**src/rtl/uart_pkg.sv**
```systemverilog
// Shared definitions for the UART transmitter: parity modes, FSM encoding and
// the baud divisor helper.
package uart_pkg;

  localparam int PARITY_NONE = 0;
  localparam int PARITY_ODD  = 1;
  localparam int PARITY_EVEN = 2;

  typedef enum logic [2:0] {
    ST_IDLE,
    ST_START,
    ST_DATA,
    ST_PARITY,
    ST_STOP
  } state_t;

  // Clock cycles per bit, rounded to the nearest integer.
  function automatic int calc_div(input int clk_hz, input int baud);
    return (clk_hz + baud / 2) / baud;
  endfunction

endpackage

```
**src/rtl/uart_baud_gen.sv**
```systemverilog
// Bit-period counter: counts 0..DIV-1, pulses bit_end on the last count and
// can be forced back to 0 so a new frame starts on a full bit period.
module uart_baud_gen #(
  parameter int DIV = 16
) (
  input  logic hwclk,
  input  logic rst_n,
  input  logic restart,
  output logic bit_end
);

  localparam int CW = $clog2(DIV);
  localparam logic [CW-1:0] LAST = CW'(DIV - 1);

  logic [CW-1:0] cnt_reg, cnt_next;

  always_comb begin
    cnt_next = cnt_reg + CW'(1);
    if (restart || cnt_reg == LAST) begin
      cnt_next = '0;
    end
  end

  always_ff @(posedge hwclk or negedge rst_n) begin
    if (!rst_n) begin
      cnt_reg <= '0;
    end else begin
      cnt_reg <= cnt_next;
    end
  end

  assign bit_end = (cnt_reg == LAST);

endmodule

```
**src/rtl/uart_tx_frame.sv**
```systemverilog
// UART transmitter with configurable data/parity/stop format and internal baud
// timing. Define UART_TX_FIFO_EN to place a FIFO_DEPTH-entry FIFO in front of it.
module uart_tx_frame
  import uart_pkg::*;
#(
  parameter int CLK_HZ     = 25000000,
  parameter int BAUD       = 9600,
  parameter int DATA_BITS  = 8,
  parameter int PARITY     = 0,
  parameter int STOP_BITS  = 1,
  parameter int FIFO_DEPTH = 16
) (
  input  logic                 hwclk,
  input  logic                 rst_n,
  input  logic [DATA_BITS-1:0] tx_data,
  input  logic                 tx_valid,
  output logic                 tx_ready,
  output logic                 tx,
  output logic                 busy,
  output logic                 tx_done
);

  localparam int DIV = calc_div(CLK_HZ, BAUD);
  localparam int BW  = $clog2(DATA_BITS);

  if (DIV < 2) begin : g_bad_div
    $error("uart_tx_frame: CLK_HZ/BAUD gives a divisor below 2");
  end
  if (DATA_BITS < 5 || DATA_BITS > 9) begin : g_bad_data_bits
    $error("uart_tx_frame: DATA_BITS must be 5..9");
  end
  if (PARITY < PARITY_NONE || PARITY > PARITY_EVEN) begin : g_bad_parity
    $error("uart_tx_frame: PARITY must be 0, 1 or 2");
  end
  if (STOP_BITS != 1 && STOP_BITS != 2) begin : g_bad_stop_bits
    $error("uart_tx_frame: STOP_BITS must be 1 or 2");
  end

  state_t               state_reg, state_next;
  logic [DATA_BITS-1:0] shift_reg, shift_next;
  logic [BW-1:0]        bit_idx_reg, bit_idx_next;
  logic                 stop_idx_reg, stop_idx_next;
  logic                 parity_reg, parity_next;
  logic                 tx_reg, tx_next;
  logic                 rdy_en_reg;
  logic                 bit_end, restart, frame_end, ser_ready, load;
  logic [DATA_BITS-1:0] load_data;

  uart_baud_gen #(.DIV(DIV)) u_baud (
    .hwclk   (hwclk),
    .rst_n   (rst_n),
    .restart (restart),
    .bit_end (bit_end)
  );

  assign frame_end = (state_reg == ST_STOP) && bit_end &&
                     (stop_idx_reg == 1'(STOP_BITS - 1));
  // rdy_en_reg keeps ready low until the first clock after reset release.
  assign ser_ready = rdy_en_reg && ((state_reg == ST_IDLE) || frame_end);
  assign tx_done   = frame_end;
  assign tx        = tx_reg;

`ifdef UART_TX_FIFO_EN
  localparam int AW = $clog2(FIFO_DEPTH);

  if (FIFO_DEPTH < 2 || (FIFO_DEPTH & (FIFO_DEPTH - 1)) != 0) begin : g_bad_depth
    $error("uart_tx_frame: FIFO_DEPTH must be a power of 2, at least 2");
  end

  logic [DATA_BITS-1:0] fifo_mem [FIFO_DEPTH];
  logic [DATA_BITS-1:0] fifo_head_reg;
  logic [AW:0]          wr_ptr_reg, rd_ptr_reg;
  logic [AW-1:0]        rd_addr_next;
  logic                 fifo_empty, fifo_full, push, pop;

  assign fifo_empty   = (wr_ptr_reg == rd_ptr_reg);
  assign fifo_full    = (wr_ptr_reg[AW] != rd_ptr_reg[AW]) &&
                        (wr_ptr_reg[AW-1:0] == rd_ptr_reg[AW-1:0]);
  assign tx_ready     = rdy_en_reg && !fifo_full;
  assign push         = tx_valid && tx_ready;
  assign pop          = ser_ready && !fifo_empty;
  assign rd_addr_next = rd_ptr_reg[AW-1:0] + AW'(pop);
  assign load         = pop;
  assign load_data    = fifo_head_reg;
  assign busy         = (state_reg != ST_IDLE) || !fifo_empty;

  // Registered read of the next head; a write to that slot is bypassed so an
  // empty FIFO presents the new character one cycle after the push.
  always_ff @(posedge hwclk) begin
    if (push) begin
      fifo_mem[wr_ptr_reg[AW-1:0]] <= tx_data;
    end
    if (push && wr_ptr_reg[AW-1:0] == rd_addr_next) begin
      fifo_head_reg <= tx_data;
    end else begin
      fifo_head_reg <= fifo_mem[rd_addr_next];
    end
  end

  always_ff @(posedge hwclk or negedge rst_n) begin
    if (!rst_n) begin
      wr_ptr_reg <= '0;
      rd_ptr_reg <= '0;
    end else begin
      if (push) wr_ptr_reg <= wr_ptr_reg + (AW+1)'(1);
      if (pop)  rd_ptr_reg <= rd_ptr_reg + (AW+1)'(1);
    end
  end
`else
  // FIFO_DEPTH has no effect without the FIFO.
  if (FIFO_DEPTH < 0) begin : g_fifo_depth_unused
  end

  assign tx_ready  = ser_ready;
  assign load      = tx_valid && ser_ready;
  assign load_data = tx_data;
  assign busy      = (state_reg != ST_IDLE);
`endif

  always_comb begin
    state_next    = state_reg;
    shift_next    = shift_reg;
    bit_idx_next  = bit_idx_reg;
    stop_idx_next = stop_idx_reg;
    parity_next   = parity_reg;
    restart       = 1'b0;
    if (load) begin
      state_next    = ST_START;
      shift_next    = load_data;
      bit_idx_next  = '0;
      stop_idx_next = 1'b0;
      parity_next   = (^load_data) ^ (PARITY == PARITY_ODD);
      restart       = 1'b1;
    end else begin
      case (state_reg)
        ST_IDLE: state_next = ST_IDLE;
        ST_START: begin
          if (bit_end) state_next = ST_DATA;
        end
        ST_DATA: begin
          if (bit_end) begin
            shift_next = shift_reg >> 1;
            if (bit_idx_reg == BW'(DATA_BITS - 1)) begin
              bit_idx_next = '0;
              state_next   = (PARITY != PARITY_NONE) ? ST_PARITY : ST_STOP;
            end else begin
              bit_idx_next = bit_idx_reg + BW'(1);
            end
          end
        end
        ST_PARITY: begin
          if (bit_end) state_next = ST_STOP;
        end
        ST_STOP: begin
          if (frame_end) begin
            state_next = ST_IDLE;
          end else if (bit_end) begin
            stop_idx_next = 1'b1;
          end
        end
        default: state_next = ST_IDLE;
      endcase
    end
  end

  // The line level is derived from the next state so tx comes straight from a flop.
  always_comb begin
    case (state_next)
      ST_START:  tx_next = 1'b0;
      ST_DATA:   tx_next = shift_next[0];
      ST_PARITY: tx_next = parity_next;
      default:   tx_next = 1'b1;
    endcase
  end

  always_ff @(posedge hwclk or negedge rst_n) begin
    if (!rst_n) begin
      state_reg    <= ST_IDLE;
      shift_reg    <= '0;
      bit_idx_reg  <= '0;
      stop_idx_reg <= 1'b0;
      parity_reg   <= 1'b0;
      tx_reg       <= 1'b1;
      rdy_en_reg   <= 1'b0;
    end else begin
      state_reg    <= state_next;
      shift_reg    <= shift_next;
      bit_idx_reg  <= bit_idx_next;
      stop_idx_reg <= stop_idx_next;
      parity_reg   <= parity_next;
      tx_reg       <= tx_next;
      rdy_en_reg   <= 1'b1;
    end
  end

endmodule
```
**config.mk**
```make
export PLATFORM = sky130hd
export DESIGN_NAME = uart_tx_frame
export DESIGN_NICKNAME = d
export VERILOG_FILES = /design/src/rtl/uart_pkg.sv /design/src/rtl/uart_baud_gen.sv /design/src/rtl/uart_tx_frame.sv
export SDC_FILE = /design/constraint.sdc
export NUM_CORES = 1
export LEC_CHECK = 0
export ABC_AREA = 1
export BUFFER_PORTS_ARGS = -buffer_cell sky130_fd_sc_hd__buf_2
export CORE_ASPECT_RATIO = 0.9
export CORE_MARGIN = 10
export CORE_UTILIZATION = 47
export DETAILED_ROUTE_END_ITERATION = 10
export PLACE_DENSITY_LB_ADDON = 0.05
export RECOVER_POWER = 50
export SLEW_MARGIN = 20
export SYNTH_ARGS = -nofsm -noshare
export SYNTH_HDL_FRONTEND = slang
export SYNTH_HIERARCHICAL = 1
export SYNTH_SLANG_ARGS = --single-unit
```
**constraint.sdc**
```tcl
create_clock -name hwclk -period 2.59 [get_ports hwclk]
set_input_delay 0.259 -clock hwclk [delete_from_list [all_inputs] [get_ports hwclk]]
set_output_delay 0.259 -clock hwclk [all_outputs]
set_load 0.005 [all_outputs]
```
# Word level (Yosys, flattened, before mapping)
# Index checks and enable logic that the tools add are counted.
[totals]
register_bits = 30
input_bits = 11
out_inout_bits = 4
[op_classes]
addsub = 2
n_eq_ne = 10
n_mux = 22
n_bitwise = 1
n_reduce_logical = 14
[op_table]
columns = ["cell", "count"]
rows = [
  ["2-to-1 mux 3 bit", 10],
  ["2-to-1 mux 8 bit", 3],
  ["adder 12 x 1 -> 12 bit, second input constant", 1],
  ["== test 12 bit, second input constant", 1],
  ["== test 3 x 2 -> 1 bit, second input constant", 4],
  ["2-to-1 mux 12 bit", 1],
  ["case mux 3 bit (4 select lines)", 1],
  ["parity 8 bit", 1],
  ["== test 3 x 1 -> 1 bit, second input constant", 2],
  ["== test 3 bit, second input constant", 2],
  ["2-to-1 mux 1 bit", 6],
  ["nonzero test 2 bit", 3],
  ["logical AND 1 bit", 4],
  ["adder 3 x 1 -> 3 bit, second input constant", 1],
  ["zero test 3 bit", 1],
  ["case mux 1 bit (3 select lines)", 1],
  ["AND reduction 3 bit", 1],
  ["nonzero test 3 bit", 1],
  ["logical OR 1 bit", 2],
  ["!= test 2 x 1 -> 1 bit, second input constant", 1],
  ["AND reduction 2 bit", 1],
  ["inverter 1 bit", 1],
]

# Longest topological paths before layout
[logic_depth]
ltp_word = 9
ltp_mapped = 13
mapped_depth_nobuf = 13

# Hierarchy
# Netlist, hierarchy kept.
[modules_own_cells]
columns = ["module", "n_inst", "cells_per_inst", "area_each_um2", "seq_area_each_um2"]
rows = [
  ["uart_tx_frame", 1, 130, 991.0, 451.7],
  ["uart_baud_gen", 1, 97, 701.9, 300.3],
]

# Worst setup path after synthesis
# OpenSTA, ideal clock, no wires.
[synth_path]
kind = "register to register"
startpoint = "reg u_baud.cnt_reg[0]"
endpoint = "reg u_baud.cnt_reg[6]"
setup_ns = 0.118
arrival_time_ns = 1.720
required_time_ns = 2.472
slack_ns = 0.752
stages_incl_launch_ff = 14
path_buffers = 1
synth_period_minus_slack_ns = 1.838
cell_sequence = "dfrtp_1 ha_1 nand2_1 nor2_1 nand3b_1 inv_1 nand2_2 a21oi_4 nand3_4 clkinv_2 inv_1 nand2_2 buf_6 nor2_1"
[synth_between]
elab_chain_cells = 9
elab_cells_between_ends = 10
cone_classes = "add/sub (1); eq/ne (1); mux (2); reduce/logical (6)"
[synth_lines]
columns = ["item", "line", "source"]
rows = [
  ["from (decl)", "uart_baud_gen.sv:15", "logic [CW-1:0] cnt_reg, cnt_next;"],
  ["from (signal assigned)", "uart_baud_gen.sv:28", "cnt_reg <= cnt_next;"],
  ["== test 12 bit", "uart_baud_gen.sv:32", "assign bit_end = (cnt_reg == LAST);"],
  ["via bit_end", "uart_tx_frame.sv:46", "logic bit_end, restart, frame_end, ser_ready, load;"],
  ["logical AND 1 bit (2 in series)", "uart_tx_frame.sv:56", "assign frame_end = (state_reg == ST_STOP) && bit_end &&"],
  ["logical OR 1 bit", "uart_tx_frame.sv:59", "assign ser_ready = rdy_en_reg && ((state_reg == ST_IDLE) || frame_end);"],
  ["logical AND 1 bit", "uart_tx_frame.sv:59", ""],
  ["logical AND 1 bit", "uart_tx_frame.sv:115", "assign load = tx_valid && ser_ready;"],
  ["via load", "uart_tx_frame.sv:46", ""],
  ["2-to-1 mux 1 bit", "uart_tx_frame.sv:127", "if (load) begin"],
  ["logical OR 1 bit", "uart_baud_gen.sv:19", "if (restart || cnt_reg == LAST) begin"],
  ["2-to-1 mux 12 bit", "uart_baud_gen.sv:19", ""],
  ["via u_baud.cnt_next[6]", "uart_baud_gen.sv:15", ""],
]
# The timed path passes the listed nets, and every way through them passes these cells.
# A chain may end at the register's enable or synchronous reset.

# Final worst setup path
[layout_path]
startpoint = "reg u_baud.cnt_reg[0]"
endpoint = "out tx_done"
[layout_between]
elab_chain_cells = 3
[layout_lines]
columns = ["item", "line", "source"]
rows = [
  ["== test 12 bit", "uart_baud_gen.sv:32", ""],
  ["via bit_end", "uart_tx_frame.sv:46", ""],
  ["logical AND 1 bit (2 in series)", "uart_tx_frame.sv:56", ""],
  ["to (decl)", "uart_tx_frame.sv:20", "output logic tx_done"],
]
# The timed path passes the listed nets, and every way through them passes these cells.

==> summary.md <==
| Metric | Value |
|---|---|
| Syn Inst Count | `227` |
| Area after DPL | `1810 um^2` |
| Routed WL per cell | `10.8 um` |
| CTS buffer count | `5` |
| Post-synthesis cell area | `1690 um^2` |
| Clk slew on worst S/H paths | `0.06 ns` |
| Max VDD drop | `0.400 mV` |
| Die area | `6410 um^2` |
| # clock sinks | `30` |
| WHS | `0.212 ns` |
| Crit path DAT | `1.84 ns` |
| Post-synthesis register bit count | `30` |
| Final core occ | `55.3%` |
| Area delta synth->final | `12.0%` |
| Initial core utilization | `49.4%` |
| I/O Pins | `15` |
| Reg2Reg Setup Slack | `0.50 ns` |
| H-tree Lvls | `2` |
| DRT antenna net count | `0` |
| Multi-input gate area | `792 um^2` |
| Leakage | `0.00101 uW` |
| Nets | `262` |
| RSZ-0062 raised after global routing | `false` |
| TritonCTS clock tree | `built` |
| Period utilization | `81.1%` |
| Root Driver | `clkbuf_8` |
| Antenna violations before repair | `0` |
| Final setup viols | `0` |
| Hold-fix buffers at CTS | `0` |
| Min-Delay Startpoint | `tx_data[7]` |
| Max-cap violation count | `1` |
| Worst Max-Slew Pin Slew | `1.54 ns` |
| Area contributors post-synth | `dfrtp_1 43%, nand2_1 17%, inv_1 7.1%, nand3_1 5.6%, nor2_1 4.9%` |
| Die height | `76.9 um` |
| Max Used Layer | `met4` |
| Mean post-synth cell area | `7.46 um^2` |
| Total number of vias | `1364` |
| Register Area | `752 um^2` |
| Worst R2R End | `u_baud/cnt_reg[11]$_DFF_PN0_` |
| Skew-Pair Late Insertion Delay | `0.28 ns` |
| PortBufs | `14` |
| HP Class | `in -> reg` |
| Post-synth top area cell | `dfrtp_1` |
| Synth Net Count | `242` |
| Number of global-route vias before repair | `1299` |
| Top_reg_cell synth | `dfrtp_1` |
| Minimum clock period | `2.10 ns` |
| R2R depth | `12` |
| Post-synthesis sequential area ratio | `44.4%` |
| Clock Skews | `0.00571 ns` |
| Crit Path Category | `reg -> out` |
| Cts repair resizes | `0` |
| First-pass GRT wire length | `5.69 mm` |
| Crit path launch type | `flop` |
| DRT iter0 DRCs | `92` |
| Final hold vios | `0` |
| Post-synth EDFFs | `0` |
| Max Clk Rate | `476 MHz` |
| Post-synth cell types | `23` |
| Met1 WL | `1.60 mm` |
| Core area | `3430 um^2` |
| Ant diodes | `0` |
| Max Buffers Root-to-Sink | `2` |
| Via/cell ratio | `4.67` |
| Hold endpoint | `shift_reg[7]$_DFFE_PN0P_` |
| Post-Route WL | `3.15 mm` |
| Die W | `83.3 um` |
| Rows | `20` |
| Final count of pins violating max slew | `31` |
| Power Density | `471 nW/um^2` |
| Critical R2R Launch | `u_baud/cnt_reg[0]$_DFF_PN0_` |
| Cell area after layout | `1900 um^2` |
| Setup TNS | `0 ns` |
| Number of fillers in the final layout | `334` |
| Hold path depth | `3` |
| Top-count cell post-synth | `nand2_1` |
| Largest net degree at the start of global routing | `31` |
| Synth top area share | `42.9%` |
| # DRC | `0` |
| Routed wl met3 | `190 um` |
| Routed length on met2 | `1.31 mm` |
| Worst path required time | `2.33 ns` |
| DPL Wire Length | `2.37 mm` |
| Largest fanout on the critical path | `6` |
| Post-CTS Setup Inserts | `0` |
| Total GRT Usage | `10.6%` |
| Async set or reset register ratio after synthesis | `100%` |
| Outcome | `finished, violations left` |
| Layout cells sized above 1 | `13.7%` |
| Pre-antenna DRT Iters | `4` |
| Failing checks | `capacitance limit, slew limit` |
| Crit end category | `output pin` |
| Slew HR | `-2.94%` |
| Most frequent cells after synthesis | `78 x nand2_1, 32 x inv_1, 29 x dfrtp_1` |
| Synth warn | `6` |
| Total gr overflow | `0` |
| Placer Congestion | `0.757` |
| Max reg flops | `12` |
==> layout make-up <==
type	instances	area share, %
clock buffers	7	4.55
clock inverters	1	0.264
inverters	36	7.26
multi-input cells	160	41.8
flip-flops and latches	30	39.7
well taps	44	2.90
repair buffers	14	3.56
==> cells by family (layout without fill, tap and decap cells) <==
kind of cell               after synthesis  after routing  share of synthesized area (%)
and+or+nand+nor                        137            137                           35.0
buffers and inverters                   37             58                           8.80
DFF                                     30             30                           44.4
xor gates and xnor gates                11             11                           5.69
AOI/OAI and AO/OA                        7              7                           2.88
adders and majority gates                4              4                           2.96
other                                    1              1                          0.222
==> worst max-delay path: stages, from the launching register on <==
cell,delay (ns)
dfrtp_1,0.41
ha_1,0.17
nand2_1,0.06
nor2_1,0.11
nand3b_1,0.11
inv_1,0.19
nand2_2,0.11
nor3_1,0.25
buf_2,0.16
==> cells in the final DEF, fill, tap and decap left out <==
master    netlist  final
nand3_1        19     19
o21ai_0         4      4
o31ai_1         1      1
nand2_2         6      6
clkbuf_1        0      3
inv_2           2      2
dfrtp_1        29     29
nand3b_1        1      1
a21oi_1         1      1
buf_2           0     12
nor3_1          2      2
clkinv_2        2      3
conb_1          1      1
nand3_4         1      1
nand4_1         6      6
inv_1          32     32
a21oi_4         1      1
dfstp_2         1      1
nand2_1        78     78
xnor2_1         6      6
clkbuf_8        0      6
xor2_1          5      5
ha_1            4      4
nor2_1         22     22
nor2_2          2      2
==> worst max path at each step <==
stage / slack [ns] / endpoint / start
after floorplan: 0.75 / u_baud/cnt_reg[6]$_DFF_PN0_ / u_baud/cnt_reg[0]$_DFF_PN0_
final: 0.49 / tx_done / u_baud/cnt_reg[0]$_DFF_PN0_
after global routing: 0.28 / u_baud/cnt_reg[11]$_DFF_PN0_ / u_baud/cnt_reg[0]$_DFF_PN0_
after global placement: 0.56 / u_baud/cnt_reg[5]$_DFF_PN0_ / u_baud/cnt_reg[0]$_DFF_PN0_
after CTS: 0.45 / tx_done / u_baud/cnt_reg[0]$_DFF_PN0_
after detailed placement: 0.47 / u_baud/cnt_reg[11]$_DFF_PN0_ / u_baud/cnt_reg[0]$_DFF_PN0_
==> where the power goes <==
group | total (uW) | switching, uW | internal, uW
clock network | 380 | 167 | 214
registers | 471 | 1.11 | 470
logic | 42.1 | 26.9 | 15.3
==> through the flow <==
step	setup WS (ns)	power (uW)	cells
after floorplan	0.752	498	227
after global placement	0.562	523	284
after detailed placement	0.473	523	284
after CTS	0.449	907	292
after global routing	0.284	926	292
final	0.489	893	292
==> per-layer routing <==
layer  vias up  global-route usage (%)
met5         -                       0
met4         0                    4.76
met3         5                    4.33
met1       595                    13.5
li1        736                       -
met2        28                    15.1
Note: power is estimated with default switching activity, not from simulation.
